--- src/rtl/am_demod_pkg.sv ---
// am_demod_pkg -- shared constants and width helpers for the AM demodulator.
//   abs_limit(iw)      : largest magnitude representable after rectification
//                        (2^(iw-1)-1); the most negative input saturates here.
//   acc_width(iw, dl)  : block accumulator width, wide enough for 2^dl
//                        rectified samples.
//   dc_width(iw, ds)   : DC-tracker accumulator width (envelope scaled by 2^ds).
package am_demod_pkg;

   function automatic int abs_limit(input int iw);
      return (1 << (iw - 1)) - 1;
   endfunction

   function automatic int acc_width(input int iw, input int dl);
      return iw - 1 + dl;
   endfunction

   function automatic int dc_width(input int iw, input int ds);
      return iw - 1 + ds;
   endfunction

endpackage

--- src/rtl/am_demodulate_if.sv ---
// am_demodulate_if -- sample-in / envelope-and-wave-out bundle.
//   sample_valid : qualifies AM_wave
//   AM_wave      : signed carrier samples
//   envelope     : unsigned mean rectified amplitude of the last block
//   wave_out     : signed recovered modulating wave, DC removed
//   out_valid    : one-cycle strobe for a new wave_out
// master = sample source, slave = demodulator.
interface am_demodulate_if #(
   parameter int INPUT_WIDTH  = 12,
   parameter int OUTPUT_WIDTH = 12
);
   logic                           sample_valid;
   logic signed [INPUT_WIDTH-1:0]  AM_wave;
   logic        [INPUT_WIDTH-2:0]  envelope;
   logic signed [OUTPUT_WIDTH-1:0] wave_out;
   logic                           out_valid;

   modport master (output sample_valid, AM_wave,
                   input  envelope, wave_out, out_valid);
   modport slave  (input  sample_valid, AM_wave,
                   output envelope, wave_out, out_valid);
endinterface

--- src/rtl/am_demod_dc_block.sv ---
// am_demod_dc_block -- DC tracker and output stage.
//   clk_in, RST : clock, synchronous active-high reset
//   envelope    : block envelope (unsigned, INPUT_WIDTH-1 bits)
//   strobe      : one-cycle pulse when envelope has just been updated
//   wave_out    : (envelope - dc) widened to OUTPUT_WIDTH, left-justified
//   out_valid   : one-cycle strobe, one cycle after strobe
// dc is a leaky average: dc_acc += envelope - dc_acc>>DC_SHIFT, dc = dc_acc>>DC_SHIFT.
module am_demod_dc_block
   import am_demod_pkg::*;
#(
   parameter int INPUT_WIDTH  = 12,
   parameter int OUTPUT_WIDTH = 12,
   parameter int DC_SHIFT     = 10
) (
   input  logic                           clk_in,
   input  logic                           RST,
   input  logic        [INPUT_WIDTH-2:0]  envelope,
   input  logic                           strobe,
   output logic signed [OUTPUT_WIDTH-1:0] wave_out,
   output logic                           out_valid
);
   localparam int EW = INPUT_WIDTH - 1;
   localparam int DW = dc_width(INPUT_WIDTH, DC_SHIFT);

   logic        [DW-1:0]           dc_acc_q, dc_acc_d;
   logic signed [OUTPUT_WIDTH-1:0] wave_q, wave_d;
   logic                           vld_q, vld_d;
   logic        [EW-1:0]           dc_w;
   logic signed [INPUT_WIDTH-1:0]  diff_w;
   logic signed [OUTPUT_WIDTH-1:0] ext_w;

   always_comb begin
      dc_w     = EW'(dc_acc_q >> DC_SHIFT);
      // both operands are < 2^EW, so the difference always fits INPUT_WIDTH signed
      diff_w   = $signed({1'b0, envelope}) - $signed({1'b0, dc_w});
      ext_w    = OUTPUT_WIDTH'(diff_w);
      dc_acc_d = dc_acc_q;
      wave_d   = wave_q;
      vld_d    = strobe;
      if (strobe) begin
         wave_d   = ext_w <<< (OUTPUT_WIDTH - INPUT_WIDTH);
         // bounded: fixed point is envelope<<DC_SHIFT, below 2^DW
         dc_acc_d = dc_acc_q + DW'(envelope) - DW'(dc_w);
      end
   end

   always_ff @(posedge clk_in) begin
      if (RST) begin
         dc_acc_q <= '0;
         wave_q   <= '0;
         vld_q    <= 1'b0;
      end else begin
         dc_acc_q <= dc_acc_d;
         wave_q   <= wave_d;
         vld_q    <= vld_d;
      end
   end

   assign wave_out  = wave_q;
   assign out_valid = vld_q;

endmodule

--- src/rtl/am_demodulate.sv ---
// am_demodulate -- AM envelope demodulator.
//   clk_in, RST : clock, synchronous active-high reset
//   bus (slave) : sample_valid/AM_wave in; envelope/wave_out/out_valid out
// Pipeline: S1 register input, S2 saturated |x|, S3 block accumulate and
// dump every 2^DECIM_LOG2 valid samples, S4 DC removal (am_demod_dc_block).
// out_valid rises 3 cycles after the S1 edge of a block's last sample.
module am_demodulate
   import am_demod_pkg::*;
#(
   parameter int INPUT_WIDTH  = 12,
   parameter int OUTPUT_WIDTH = 12,
   parameter int DECIM_LOG2   = 8,
   parameter int DC_SHIFT     = 10
) (
   input  logic      clk_in,
   input  logic      RST,
   am_demodulate_if.slave bus
);
   localparam int EW      = INPUT_WIDTH - 1;
   localparam int AW      = acc_width(INPUT_WIDTH, DECIM_LOG2);
   localparam int ABS_LIM = abs_limit(INPUT_WIDTH);
   localparam logic [EW-1:0]          ABS_SAT  = EW'(ABS_LIM);
   localparam logic [INPUT_WIDTH-1:0] S_MIN    = {1'b1, {(INPUT_WIDTH-1){1'b0}}};
   localparam logic [DECIM_LOG2-1:0]  CNT_LAST = '1;

   // vld_pipe_q[0]: S1 valid, vld_pipe_q[1]: S2 valid
   logic [1:0]              vld_pipe_q, vld_pipe_d;
   logic [INPUT_WIDTH-1:0]  s1_data_q, s1_data_d;
   logic [EW-1:0]           abs_q, abs_d;
   logic [AW-1:0]           acc_q, acc_d;
   logic [DECIM_LOG2-1:0]   cnt_q, cnt_d;
   logic [EW-1:0]           env_q, env_d;
   logic                    dump_q, dump_d;
   logic [EW-1:0]           neg_w;
   logic [AW-1:0]           sum_w;
   logic signed [OUTPUT_WIDTH-1:0] wave_w;
   logic                    ovld_w;

   always_comb begin
      vld_pipe_d = {vld_pipe_q[0], bus.sample_valid};
      s1_data_d  = bus.AM_wave;

      // |x| fits EW bits for every negative x except the minimum, which saturates
      neg_w = ~s1_data_q[EW-1:0] + 1'b1;
      if (!s1_data_q[INPUT_WIDTH-1])
         abs_d = s1_data_q[EW-1:0];
      else if (s1_data_q == S_MIN)
         abs_d = ABS_SAT;
      else
         abs_d = neg_w;

      // the dumping sample is folded into the envelope, not into the next block
      sum_w  = acc_q + AW'(abs_q);
      acc_d  = acc_q;
      cnt_d  = cnt_q;
      env_d  = env_q;
      dump_d = 1'b0;
      if (vld_pipe_q[1]) begin
         if (cnt_q == CNT_LAST) begin
            env_d  = EW'(sum_w >> DECIM_LOG2);
            acc_d  = '0;
            cnt_d  = '0;
            dump_d = 1'b1;
         end else begin
            acc_d = sum_w;
            cnt_d = cnt_q + 1'b1;
         end
      end
   end

   always_ff @(posedge clk_in) begin
      if (RST) begin
         vld_pipe_q <= '0;
         s1_data_q  <= '0;
         abs_q      <= '0;
         acc_q      <= '0;
         cnt_q      <= '0;
         env_q      <= '0;
         dump_q     <= 1'b0;
      end else begin
         vld_pipe_q <= vld_pipe_d;
         s1_data_q  <= s1_data_d;
         abs_q      <= abs_d;
         acc_q      <= acc_d;
         cnt_q      <= cnt_d;
         env_q      <= env_d;
         dump_q     <= dump_d;
      end
   end

   am_demod_dc_block #(
      .INPUT_WIDTH  (INPUT_WIDTH),
      .OUTPUT_WIDTH (OUTPUT_WIDTH),
      .DC_SHIFT     (DC_SHIFT)
   ) u_dc (
      .clk_in    (clk_in),
      .RST       (RST),
      .envelope  (env_q),
      .strobe    (dump_q),
      .wave_out  (wave_w),
      .out_valid (ovld_w)
   );

   assign bus.envelope  = env_q;
   assign bus.wave_out  = wave_w;
   assign bus.out_valid = ovld_w;

endmodule

--- src/flat_wrapper.sv ---
// flat-port wrapper written by rule: the top's interface ports become plain ports
module am_demodulate_flat import am_demod_pkg::*;
#(
   parameter int INPUT_WIDTH  = 12,
   parameter int OUTPUT_WIDTH = 12,
   parameter int DECIM_LOG2   = 8,
   parameter int DC_SHIFT     = 10
)
  (clk_in, RST, bus_sample_valid, bus_AM_wave, bus_envelope, bus_wave_out, bus_out_valid);
  am_demodulate_if #(.INPUT_WIDTH(INPUT_WIDTH), .OUTPUT_WIDTH(OUTPUT_WIDTH)) bus_i ();
  input  logic clk_in;
  input  logic RST;
  input wire logic [$bits(bus_i.sample_valid)-1:0] bus_sample_valid;
  input wire logic [$bits(bus_i.AM_wave)-1:0] bus_AM_wave;
  output wire logic [$bits(bus_i.envelope)-1:0] bus_envelope;
  output wire logic [$bits(bus_i.wave_out)-1:0] bus_wave_out;
  output wire logic [$bits(bus_i.out_valid)-1:0] bus_out_valid;
  assign bus_i.sample_valid = bus_sample_valid;
  assign bus_i.AM_wave = bus_AM_wave;
  assign bus_envelope = bus_i.envelope;
  assign bus_wave_out = bus_i.wave_out;
  assign bus_out_valid = bus_i.out_valid;
  am_demodulate #(.INPUT_WIDTH(INPUT_WIDTH), .OUTPUT_WIDTH(OUTPUT_WIDTH), .DECIM_LOG2(DECIM_LOG2), .DC_SHIFT(DC_SHIFT)) u_core (.clk_in(clk_in), .RST(RST), .bus(bus_i));
endmodule
--- config.mk ---
export PLATFORM = sky130hd
export DESIGN_NAME = am_demodulate_flat
export DESIGN_NICKNAME = d
export VERILOG_FILES = /design/src/rtl/am_demod_pkg.sv /design/src/rtl/am_demodulate_if.sv /design/src/rtl/am_demod_dc_block.sv /design/src/rtl/am_demodulate.sv /design/src/flat_wrapper.sv
export SDC_FILE = /design/constraint.sdc
export NUM_CORES = 1
export LEC_CHECK = 0
export BUFFER_PORTS_ARGS = -buffer_cell sky130_fd_sc_hd__buf_2
export CORE_MARGIN = 1.5
export CORE_UTILIZATION = 64
export CTS_BUF_LIST = sky130_fd_sc_hd__clkbuf_4
export CTS_CLUSTER_SIZE = 28
export DETAILED_ROUTE_END_ITERATION = 6
export GPL_ROUTABILITY_DRIVEN = 0
export PLACE_DENSITY = 0.94
export SYNTH_ARGS = -nofsm -noshare
export SYNTH_HDL_FRONTEND = slang
export SYNTH_HIERARCHICAL = 1
export SYNTH_SLANG_ARGS = --single-unit
export TNS_END_PERCENT = 1
--- constraint.sdc ---
create_clock -name clk_in -period 8.4 [get_ports clk_in]
set_input_delay 0.42 -clock clk_in [delete_from_list [all_inputs] [get_ports clk_in]]
set_output_delay 0.42 -clock clk_in [all_outputs]
set_load 0.01 [all_outputs]
==> impl_results.md, run 1 <==
- TritonCTS buffer count: 9
- Slowest cell on crit path: fa_1
- RSZ-0062 raised after global routing: no
- Final hold vios: 0
- Crit-path cells: inv_1 > fa_1 > fa_1 > nand2b_1 > a21oi_2 > o21ai_2 > o31ai_4 > a31oi_1 > mux2i_1 > mux2_1
- R2r worst-path depth: 10
- Syn-to-layout area delta: 6.44%
- Syn. warnings: 6
- Worst EP arrival: about 3500 ps
- Internal Power: roughly 560 uW
- Switching part of the total: between 20% and 30%
- CP max stage delay: 530 ps
- Number of distinct library cells after synthesis: 70
- Most frequent cells in the layout: dfxtp_1 (98), inv_1 (74), nor2_1 (68)
- # setup viols final: 0
- Post-synth top area share: approximately 32%
- Nets: roughly 830
- Post-CTS setup buffers: 0
- Combinational share of power: under 10%
- Dpl hpwl: ~10000 um
- Setup total negative slack: 0 ps
- Final period util: 36.7%
- CP endpoint kind: flip-flop
- End of the worst hold path: u_core/s1_data_q[6]$_SDFF_PP0_
- Largest net degree at the start of global routing: 95
- CTS tree: done
- Max rail drop VDD: about 0.12 mV
- Clock Latency Late Sink: 470 ps
- CP Class: flip-flop to flip-flop
- CP dominant cell by count: fa_1
- Fin crit period: about 3100 ps
- Die X: approximately 100 um
- CP Data Required Time: around 8800 ps
- DIE HEIGHT: about 100 um
- PwrDens: between 100 and 150 nW/um^2
- Top cells by area, synth: dfxtp_1 (32%), ha_1 (9.2%), inv_1 (4.5%)
- Sequential area share after synthesis: 32.1%
- Crit start category: flip-flop
- Port Buffers: 38
- Avg Inst Size Synth: 8.44 um^2
- Critical Path Fanout Max: 4
- WL per Instance: 15.7 um
- R2R setup slack: approximately 5300 ps
- Row count: 35
- Clk buf depth: 2
- Max-slew violations: 0
- DRT Pass-1 Iters: 7
- Syn Nets: 798
- Antenna violations before repair: 0
- Hold Path Depth: 2
- Max transition margin: a little under two fifths
- Detailed-route DRC error count: 0
- GR Overflow Total: 0
- Mapped Area: a little over 6000 um^2
- Number of synthesized flops with an enable pin: 0
- Status: finished, final reports clean
- N_diodes: 0
- Post-CTS Resized: 0
- Post-synth top area cell: dfxtp_1
- Initial core utilization: between 60 and 70%
- Worst-Margin Slew: between 900 and 1000 ps
- Total track usage: about 29%
- Highest Clock Rate: 325 MHz
- Synth Flop Type: dfxtp_1
- P_sw: between 200 and 250 uW
- Max Cap Violations: 0
- Commonest non-fill, non-tap cell in the layout: dfxtp_1
- Vias in the first global route: 5268
- Total Routed Length: 14000 um
- Sequential share of power: about three fifths
- Via count: around 5.4k
- Synth Register Bits: 98
- Hold_buf cts: 0
- Share of layout cells above drive strength 1: around a tenth
- Routed Antenna Nets: 0
- Hold_sp: bus_AM_wave[6]
- RR Endpoint: u_core/u_dc/dc_acc_q[20]$_SDFFE_PP0P_
- WHS: 138 ps
- Vias per cell: just over 6
- First-pass GRT wire length: ~24000 um
- Skew final: 29.6 ps
- Clock sink total: between 90 and 100
- Root buf cell: clkbuf_4
- Mapped Cells: 725
- Reg2reg start: u_core/bus.envelope[1]$_SDFFE_PP0P_
- IO Count: 39
- Core area: about 9000 um^2
- Ys async rst share: 0%
- Clock transition at the registers of the reported paths: ~180 ps
- Worst Hold Class: input port to flip-flop
- Clock power share: about a third
- Leakage: between 2 and 3 nW
- DIE AREA: just over 10000 um^2
- Starting DRT DRC Count: about 380
- CTS H-tree depth: 3
==> Yosys cell counts (8+ instances only) <==
master / number
clkbuf_1: 12
xnor2_1: 23
nand3_1: 12
fa_1: 13
a211oi_1: 11
mux2i_1: 12
a21o_1: 19
a21oi_1: 55
o21a_1: 11
dfxtp_1: 98
or3_1: 8
xor2_1: 22
ha_1: 45
nor3_1: 19
o21ai_0: 30
nand4_1: 9
nand2_1: 46
nor2b_1: 21
inv_1: 74
nor2_1: 68
==> power by group through the flow <==
stage / sequential (mW) / combinational (mW) / clock [mW]
2_1_floorplan: 0.488 / 0.0404 / 0
6_report: 0.480 / 0.0516 / 0.250
3_5_place_dp: 0.490 / 0.0503 / 0
4_1_cts: 0.480 / 0.0512 / 0.253
5_1_grt: 0.482 / 0.0572 / 0.274
3_3_place_gp: 0.490 / 0.0477 / 0
==> worst max path at each step <==
stage	slack, ps	start	endpoint	depth (start not counted)
floorplan	5510	u_core/bus.envelope[1]$_SDFFE_PP0P_	u_core/u_dc/dc_acc_q[20]$_SDFFE_PP0P_	10
global placement	5460	u_core/bus.envelope[1]$_SDFFE_PP0P_	u_core/u_dc/dc_acc_q[20]$_SDFFE_PP0P_	10
detailed placement	5320	u_core/bus.envelope[1]$_SDFFE_PP0P_	u_core/u_dc/dc_acc_q[20]$_SDFFE_PP0P_	10
CTS	5290	u_core/bus.envelope[1]$_SDFFE_PP0P_	u_core/u_dc/dc_acc_q[20]$_SDFFE_PP0P_	10
global route	5100	u_core/bus.envelope[1]$_SDFFE_PP0P_	u_core/u_dc/dc_acc_q[20]$_SDFFE_PP0P_	10
finish	5320	u_core/bus.envelope[1]$_SDFFE_PP0P_	u_core/u_dc/dc_acc_q[20]$_SDFFE_PP0P_	10
==> worst max-delay path: cells and delay by family, from the launching register on <==
kind / cells / cell delay (ps)
AOI/OAI and AO/OA: 4 / 720
adders and majority gates: 2 / 1010
buffers and inverters: 1 / 110
DFF: 1 / 420
muxes: 2 / 550
and+or+nand+nor: 1 / 190
==> cells by family after synthesis <==
| kind of cell | synth area share [%] |
|---|---|
| buffers and inverters | 6.52 |
| DFF | 32.1 |
| adders and majority gates | 13.5 |
| and+or+nand+nor | 18.4 |
| xor gates and xnor gates | 6.44 |
| muxes | 2.15 |
| AOI/OAI and AO/OA | 21.0 |
==> stage by stage <==
step	cells	power, mW	setup slack (ps)	instance area (um^2)	util (%)
final	887	0.782	5320	6510	70.5
after global routing	887	0.814	5100	6510	70.5
after CTS	887	0.785	5290	6510	70.5
after detailed placement	871	0.540	5320	6370	69.0
after global placement	871	0.537	5460	6370	69.0
after floorplan	725	0.528	5510	6120	-
==> registers in the layout, indices dropped and copies added (netlist names) <==
| register | cells |
|---|---|
| u_core/u_dc/out_valid | 1 |
| u_core/vld_pipe_q | 2 |
| u_core/cnt_q | 8 |
| u_core/acc_q | 19 |
| u_core/u_dc/wave_out | 12 |
| u_core/dump_q | 1 |
| u_core/s1_data_q | 12 |
| u_core/u_dc/dc_acc_q | 21 |
| u_core/bus.envelope | 11 |
| u_core/abs_q | 11 |
==> layout make-up <==
cell class	instances	area, um^2
Tap cell	129	161
Fill cell	685	2730
Sequential cell	98	1960
Multi-Input combinational cell	529	3760
Timing Repair Buffer	41	213
Inverter	74	278
Clock inverter	7	73.8
Clock buffer	9	67.6
==> routing by layer <==
metal / vias up / GRT usage, % / wire [um]
li1: 2580 / - / -
met1: 2564 / 33.9 / 5520
met2: 214 / 52.7 / 7100
met3: 51 / 4.99 / 845
met4: 0 / 11.9 / 502
met5: - / 0 / 0
Note: power is estimated with default switching activity, not from simulation.
==> inputs of run 2 (changes only) <==
- CORE_UTILIZATION: 64 -> 57
- PLACE_DENSITY: 0.94 -> 0.9
- clock period: 8.4 -> 2.5 ns (I/O delays scaled with it)
==> run 2 against run 1 <==
Effect of this change: the flow now finishes with violations (setup timing); non-clock buffer count grew 60; global-route usage shrank 0.81 points; setup slack lost 5600 ps; sequential share of layout area shrank 2.5 points.
==> impl_results.md, run 2 (same netlist as run 1, synthesis figures left out) <==
- # setup viols final: 12 (+12)
- Placement Setup Slack: -240 ps (-5560 ps)
- Register area: 1990 um^2 (+1.7%)
- Largest net degree at the start of global routing: 51 (-46%)
- Finished Layout Cells: 954 (+7.6%)
- Placed cells: 925 (+6.2%)
- Routed Antenna Nets: 0 (unchanged)
- Critical Path Fanout Max: 7 (+3)
- Final hold vios: 0 (unchanged)
- Final Util: 69.7% (-0.77 points)
- CTS H-tree depth: 3 (unchanged)
- Max rail drop VDD: 0.374 mV (+220%)
- Number of fill cells in the layout: 763 (+11%)
- Syn-to-layout area delta: 18.2%
- Setup total negative slack: -1140 ps (-1140 ps)
- R2R setup slack: -260 ps (-5580 ps)
- Worst Hold Class: input port to flip-flop
- Max-slew violations: 0 (unchanged)
- Total track usage: 28.3% (-0.81 points)
- RSZ-0062 raised after global routing: yes
- Port Buffers: 38 (unchanged)
- Commonest non-fill, non-tap cell in the layout: dfxtp_1
- Highest Clock Rate: 362 MHz (+12%)
- Final period util: 110% (+74 points)
- GR Overflow Total: 0 (unchanged)
- Share of layout cells above drive strength 1: 20.4% (+11 points)
- Most frequent cells in the layout: dfxtp_1 (84), inv_1 (68), nor2_1 (66)
- CP Data Required Time: 2890 ps (-5890 ps)
- Core area: 10400 um^2 (+12%)
- Total Routed Length: 15700 um (+12%)
- Initial core utilization: 59.0% (-7.2 points)
- Root buf cell: clkbuf_4
- Detailed-route DRC error count: 0 (unchanged)
- Dpl hpwl: 11400 um (+9.4%)
- Antenna violations before repair: 0 (unchanged)
- First-pass GRT wire length: 25900 um (+9.8%)
- Max Cap Violations: 0 (unchanged)
- IO Count: 39 (unchanged)
- PwrDens: 378 nW/um^2 (+220%)
- Area occupied by multi-input gates: 3940 um^2 (+4.9%)
- TritonCTS buffer count: 9 (unchanged)
- Via count: 5703 (+5.4%)
- Biggest regs: u_core/u_dc/dc_acc_q: 21 flops, u_core/acc_q: 19 flops
- Clock sink total: 98 (unchanged)
- Max transition margin: 48.7% (+11 points)
- Vias in the first global route: 5617 (+6.6%)
- CTS tree: done
- P_sw: 740 uW (+240%)
- Vias per cell: 5.98 (-2.0%)
- N_diodes: 0 (unchanged)
- Internal Power: 1.99 mW (+250%)
- Combinational share of power: 7.2% (+0.6 points)
- Post-CTS setup buffers: 0 (unchanged)
- Clock Latency Late Sink: 500 ps (+30 ps)
- Worst EP arrival: 3150 ps (-310 ps)
- Clock power share: 34.1% (+2.2 points)
- Crit start category: flip-flop
- PnR worst setup slack: -259 ps (-5580 ps)
- Die X: 107 um (+5.8%)
- Clk buf depth: 2 (unchanged)
- DIE AREA: 11400 um^2 (+12%)
- CP Class: flip-flop to flip-flop
- WL per Instance: 16.4 um (+4.3%)
- Starting DRT DRC Count: 375 (-0.53%)
- Fin crit period: 2760 ps (-319 ps)
- Leakage: 3.13 nW (+12%)
- Skew final: 32.5 ps (+2.83 ps)
- Worst-Margin Slew: 766 ps (-167 ps)
- Biggest register: u_core/u_dc/dc_acc_q
- CP endpoint kind: flip-flop
- Nets: 886 (+7.3%)
- Clock transition at the registers of the reported paths: 170 ps (about the same)
- DRT Pass-1 Iters: 5 (-2)
- WHS: 172 ps (+34.0 ps)
- Max reg flops: 21 (unchanged)
- Switching part of the total: 27.1% (-0.79 points)
- Sequential share of power: 58.8% (-2.7 points)
- Status: finished with violations
- Row count: 37 (+5.7%)
- DIE HEIGHT: 107 um (+5.8%)
- Violated checks: setup timing
run 2: changes by cell type in the layout (fill, tap and decap cells not counted), sizes merged:
cell | before | now
buf | 41 | 88
dlygate4sd3 | 0 | 13
clkinv | 4 | 1
inv | 77 | 79
bufinv | 0 | 1
run 2: metrics by stage:
step,power [mW],area [um^2]
floorplan,1.77,6260
global placement,1.80,6880
detailed placement,1.81,6880
CTS,2.75,7210
global route,2.84,7230
finish,2.73,7230
run 2: layout make-up:
cell class	instances	area share, %
inverter	74	3.88
sequential	98	27.6
clock inverter	7	1.12
tap	136	2.35
timing repair buffer	101	9.62
clock buffer	9	0.934
multi-input combinational	529	54.5
run 2: power groups by stage:
stage          clock network [mW]  registers [mW]  logic [mW]
4_1_cts                     0.948            1.61       0.191
6_report                    0.932            1.61       0.196
3_5_place_dp                    0            1.64       0.173
5_1_grt                      1.01            1.61       0.214
2_1_floorplan                   0            1.63       0.136
3_3_place_gp                    0            1.64       0.162
run 2: what timing repair did:
action                                 4_1_cts  5_1_grt
endpoints found under the hold margin       13        0
hold buffers                                13        0
setup endpoints to repair                   14       16
resized for setup                           17        5
gates cloned                                 0        0
pin swaps                                   15        4
run 2: worst max-delay path, stage by stage (launching register included):
cell     delay [ps]
dfxtp_4         400
inv_1            60
fa_1            420
inv_1            90
ha_2            310
a21o_1          210
a21o_1          190
a21o_1          220
a221o_1         330
a31oi_2         200
xor2_1          160
o21ai_1          70
run 2: layer usage:
metal	part of all wire, %	wire, um	track usage, %	vias up
met1	40	6270	33.4	2702
li1	-	-	-	2703
met2	51	7930	50.0	241
met5	0	0	0	-
met3	6.0	935	5.23	57
met4	3.4	530	12.5	0
run 2: final timing paths:
path,end,startpoint,cells past startpoint
hold / removal,u_core/u_dc/wave_out[9]$_SDFFE_PP0P_,RST,4
setup reg to reg,u_core/u_dc/dc_acc_q[18]$_SDFFE_PP0P_,u_core/u_dc/dc_acc_q[10]$_SDFFE_PP0P_,11
hold reg to reg,u_core/vld_pipe_q[1]$_SDFF_PP0_,u_core/vld_pipe_q[0]$_SDFF_PP0_,1
setup / recovery,u_core/u_dc/dc_acc_q[18]$_SDFFE_PP0P_,u_core/u_dc/dc_acc_q[10]$_SDFFE_PP0P_,11
==> inputs of run 3 (changes only) <==
- SYNTH_HIERARCHICAL: 1 -> not set
- TNS_END_PERCENT: 1 -> not set
==> run 3 against run 2 <==
Effect of this change: the run ends with DRC, setup timing left; via count rose by 2.9%; clock skew is 2.6 ps lower; final area grew 2.4%; clock power is 17% higher; combinational power decreased by 5%; first-iteration DRC count rose by 54%; non-clock buffer count is 36 higher; clock-buffer cell count is the same; register-to-register slack worse by 310 ps; maximum frequency decreased by 10%; setup slack got worse by 310 ps; largest cell class unchanged; largest power group unchanged.
==> impl_results.md, run 3 <==
- Status: finished with violations
- Violated checks: DRC, setup timing
- Final hold vios: 0 (unchanged)
- Post-synth top area share: 33.9% (+1.9 points)
- GR Overflow Total: 0 (unchanged)
- Most frequent cells in the layout: dfxtp_1 (85), buf_4 (83), nor2_1 (78)
- End of the worst hold path: u_core.cnt_q[4]$_SDFFE_PP0P_
- Starting DRT DRC Count: 578 (+54%)
- Syn Nets: 757 (-5.1%)
- Die X: 104 um (-2.7%)
- Vias in the first global route: 5770 (+2.7%)
- Worst EP arrival: 3470 ps (+320 ps)
- PnR worst setup slack: -572 ps (-312 ps)
- Nets: 881 (-0.56%)
- CP max stage delay: 560 ps (+140 ps)
- First-pass GRT wire length: 27000 um (+4.4%)
- Biggest regs: u_core.u_dc.dc_acc_q: 21 flops, u_core.acc_q: 19 flops
- Post-synthesis mux area share: 3.31% (+1.2 points)
- Row count: 36 (-2.7%)
- Detailed-route DRC error count: 5 (+5)
- Max transition margin: 53.2% (+4.4 points)
- IO Count: 39 (unchanged)
- Vias per cell: 6.20 (+3.7%)
- Post-synthesis compound-gate area fraction: 17.2% (-3.8 points)
- Number of synthesized flops with an enable pin: 0 (unchanged)
- Commonest cells post-synth: dfxtp_1 (98), nor2_1 (78), inv_1 (65), a21oi_1 (49), nand2_1 (48)
- Placement Setup Slack: -521 ps (-280 ps)
- Number of fill cells in the layout: 601 (-21%)
- Leakage: 3.18 nW (+1.5%)
- Final Util: 75.4% (+5.7 points)
- RR Endpoint: u_core.u_dc.dc_acc_q[20]$_SDFFE_PP0P_
- CP endpoint kind: flip-flop
- Hold_sp: RST
- DIE HEIGHT: 104 um (-2.7%)
- Power Total: 2.89 mW (+5.7%)
- Initial core utilization: 58.9% (-0.12 points)
- Syn-to-layout area delta: 28.0%
- Commonest non-fill, non-tap cell in the layout: dfxtp_1
- Post-Synth Simple-Gate Area: 18.1% (-0.27 points)
- Clock Latency Late Sink: 500 ps (about the same)
- Crit start category: flip-flop
- Max reg flops: 21 (unchanged)
- R2r worst-path depth: 12 (+1)
- Highest Clock Rate: 326 MHz (-10%)
- Main combinational cell family by area after synthesis: simple AND/OR/NAND/NOR gates
- Mapped Cells: 685 (-5.5%)
- Syn. warnings: 0 (-6)
- Ys async rst share: 0% (unchanged)
- Number of distinct library cells after synthesis: 60 (-14%)
- Clock transition at the registers of the reported paths: 160 ps (about the same)
- PwrDens: 391 nW/um^2 (+3.3%)
- R2R setup slack: -570 ps (-310 ps)
- Setup total negative slack: -5550 ps (-4410 ps)
- Total track usage: 31.5% (+3.2 points)
- Final period util: 123% (+12 points)
- Sequential area share after synthesis: 33.9% (+1.9 points)
- Dpl hpwl: 11200 um (-1.8%)
- Port Buffers: 38 (unchanged)
- Placed cells: 908 (-1.8%)
- Worst Hold Class: input port to flip-flop
- Core area: 9820 um^2 (-5.3%)
- Top cells by area, synth: dfxtp_1 (34%), ha_1 (9.5%), nor2_1 (5.1%)
- # setup viols final: 16 (+4)
- Routed Antenna Nets: 0 (unchanged)
- Critical Path Fanout Max: 2 (-5)
- Max rail drop VDD: 0.341 mV (-8.9%)
- Via count: 5869 (+2.9%)
- Biggest register: u_core.u_dc.dc_acc_q
- Slowest cell on crit path: fa_1
- Synth Flop Type: dfxtp_1
- Antenna violations before repair: 0 (unchanged)
- Clk buf depth: 2 (unchanged)
- Worst-Margin Slew: 700 ps (-66.5 ps)
- Max-slew violations: 0 (unchanged)
- XOR/XNOR share of the synthesized area: 7.27% (+0.83 points)
- TritonCTS buffer count: 9 (unchanged)
- Area occupied by multi-input gates: 3850 um^2 (-2.4%)
- Root buf cell: clkbuf_4
- Max Cap Violations: 0 (unchanged)
- Reg2reg start: u_core.bus.envelope[9]$_SDFFE_PP0P_
- CP Data Required Time: 2900 ps (about the same)
- Share of layout cells above drive strength 1: 27.3% (+6.9 points)
- Finished Layout Cells: 947 (-0.73%)
- RSZ-0062 raised after global routing: yes
- Register area: 1980 um^2 (-0.69%)
- Fin crit period: 3070 ps (+312 ps)
- DRT Pass-1 Iters: 7 (+2)
- N_diodes: 0 (unchanged)
- Hold Path Depth: 2 (-2)
- Clock sink total: 98 (unchanged)
- Total Routed Length: 19300 um (+23%)
- Synth Register Bits: 98 (unchanged)
- Largest net degree at the start of global routing: 37 (-27%)
- Mapped Area: 5780 um^2 (-5.5%)
- Post-synth top area cell: dfxtp_1
- Adder-Cell Fraction of Synth Area: 14.0% (+0.57 points)
- Avg Inst Size Synth: 8.44 um^2 (about the same)
- Skew final: 29.9 ps (-2.60 ps)
- Top-count cell post-synth: dfxtp_1
- CTS tree: done
- WL per Instance: 20.4 um (+24%)
- Crit-path cells: inv_1 > fa_1 > inv_1 > ha_1 > o21a_1 > o21ai_1 > a31oi_1 > a21oi_2 > a21oi_2 > a31oi_2 > mux2i_1 > mux2_1
- CTS H-tree depth: 3 (unchanged)
- DIE AREA: 10800 um^2 (-5.3%)
- CP Class: flip-flop to flip-flop
-- run 3: routing by layer --
| metal | global-route usage [%] | vias up | part of all wire, % |
|---|---|---|---|
| met5 | 0 | - | 0 |
| met4 | 19.7 | 0 | 9.8 |
| met3 | 7.55 | 177 | 9.5 |
| met2 | 56.3 | 376 | 48 |
| met1 | 33.2 | 2719 | 33 |
| li1 | - | 2597 | - |
-- run 3: layout make-up --
| cell class | count | share of cell area, % |
|---|---|---|
| Multi-Input combinational cell | 497 | 52.0 |
| Sequential cell | 98 | 26.8 |
| Timing Repair Buffer | 137 | 13.2 |
| Inverter | 66 | 3.38 |
| Tap cell | 133 | 2.25 |
| Clock inverter | 7 | 1.55 |
| Clock buffer | 9 | 0.913 |
-- run 3: logic make-up after synthesis --
group | count (synthesis)
flops | 98
mux | 19
xor+xnor | 48
simple gates | 218
compound gates | 155
buf+inv | 90
fa+ha+maj | 57
-- run 3: report_power, final --
group / internal [mW] / switching (mW) / total (mW) / leakage, nW
combinational: 0.0824 / 0.104 / 0.186 / 2.28
clock: 0.504 / 0.587 / 1.09 / 0.0940
sequential: 1.59 / 0.0220 / 1.61 / 0.803
total: 2.18 / 0.713 / 2.89 / 3.18
-- run 3: metrics by stage --
stage / hold slack (ps) / instance area, um^2
global route: 73.7 / 7400
finish: 62.4 / 7400
CTS: 68.2 / 7200
floorplan: 253 / 5890
global placement: 335 / 6700
detailed placement: 338 / 6700
-- run 3: critical path, delay by kind of cell (launching register included) --
family,cells,cell delay [ps]
DFF,1,380
buffers and inverters,2,110
muxes,2,570
adders and majority gates,2,880
AOI/OAI and AO/OA,6,1030
-- run 3: repair_timing --
| action | in CTS | in global routing |
|---|---|---|
| endpoints found under the hold margin | 13 | 0 |
| setup buffers | 4 | 9 |
| gates resized for setup | 31 | 46 |
| pin swaps | 24 | 26 |
| gates cloned | 0 | 0 |
| hold buffers | 13 | 0 |
| setup endpoints to repair | 19 | 30 |
-- run 3: worst max-delay path by stage --
stage	slack, ps	to	depth (start not counted)	startpoint
2_1_floorplan	-340	u_core.u_dc.dc_acc_q[20]$_SDFFE_PP0P_	12	u_core.bus.envelope[1]$_SDFFE_PP0P_
3_3_place_gp	-350	u_core.u_dc.dc_acc_q[20]$_SDFFE_PP0P_	12	u_core.u_dc.dc_acc_q[1]$_SDFFE_PP0P_
3_5_place_dp	-520	u_core.u_dc.dc_acc_q[20]$_SDFFE_PP0P_	12	u_core.u_dc.dc_acc_q[1]$_SDFFE_PP0P_
4_1_cts	-460	u_core.u_dc.dc_acc_q[20]$_SDFFE_PP0P_	12	u_core.u_dc.dc_acc_q[1]$_SDFFE_PP0P_
5_1_grt	-690	u_core.u_dc.dc_acc_q[20]$_SDFFE_PP0P_	12	u_core.bus.envelope[9]$_SDFFE_PP0P_
6_report	-570	u_core.u_dc.dc_acc_q[20]$_SDFFE_PP0P_	12	u_core.bus.envelope[9]$_SDFFE_PP0P_
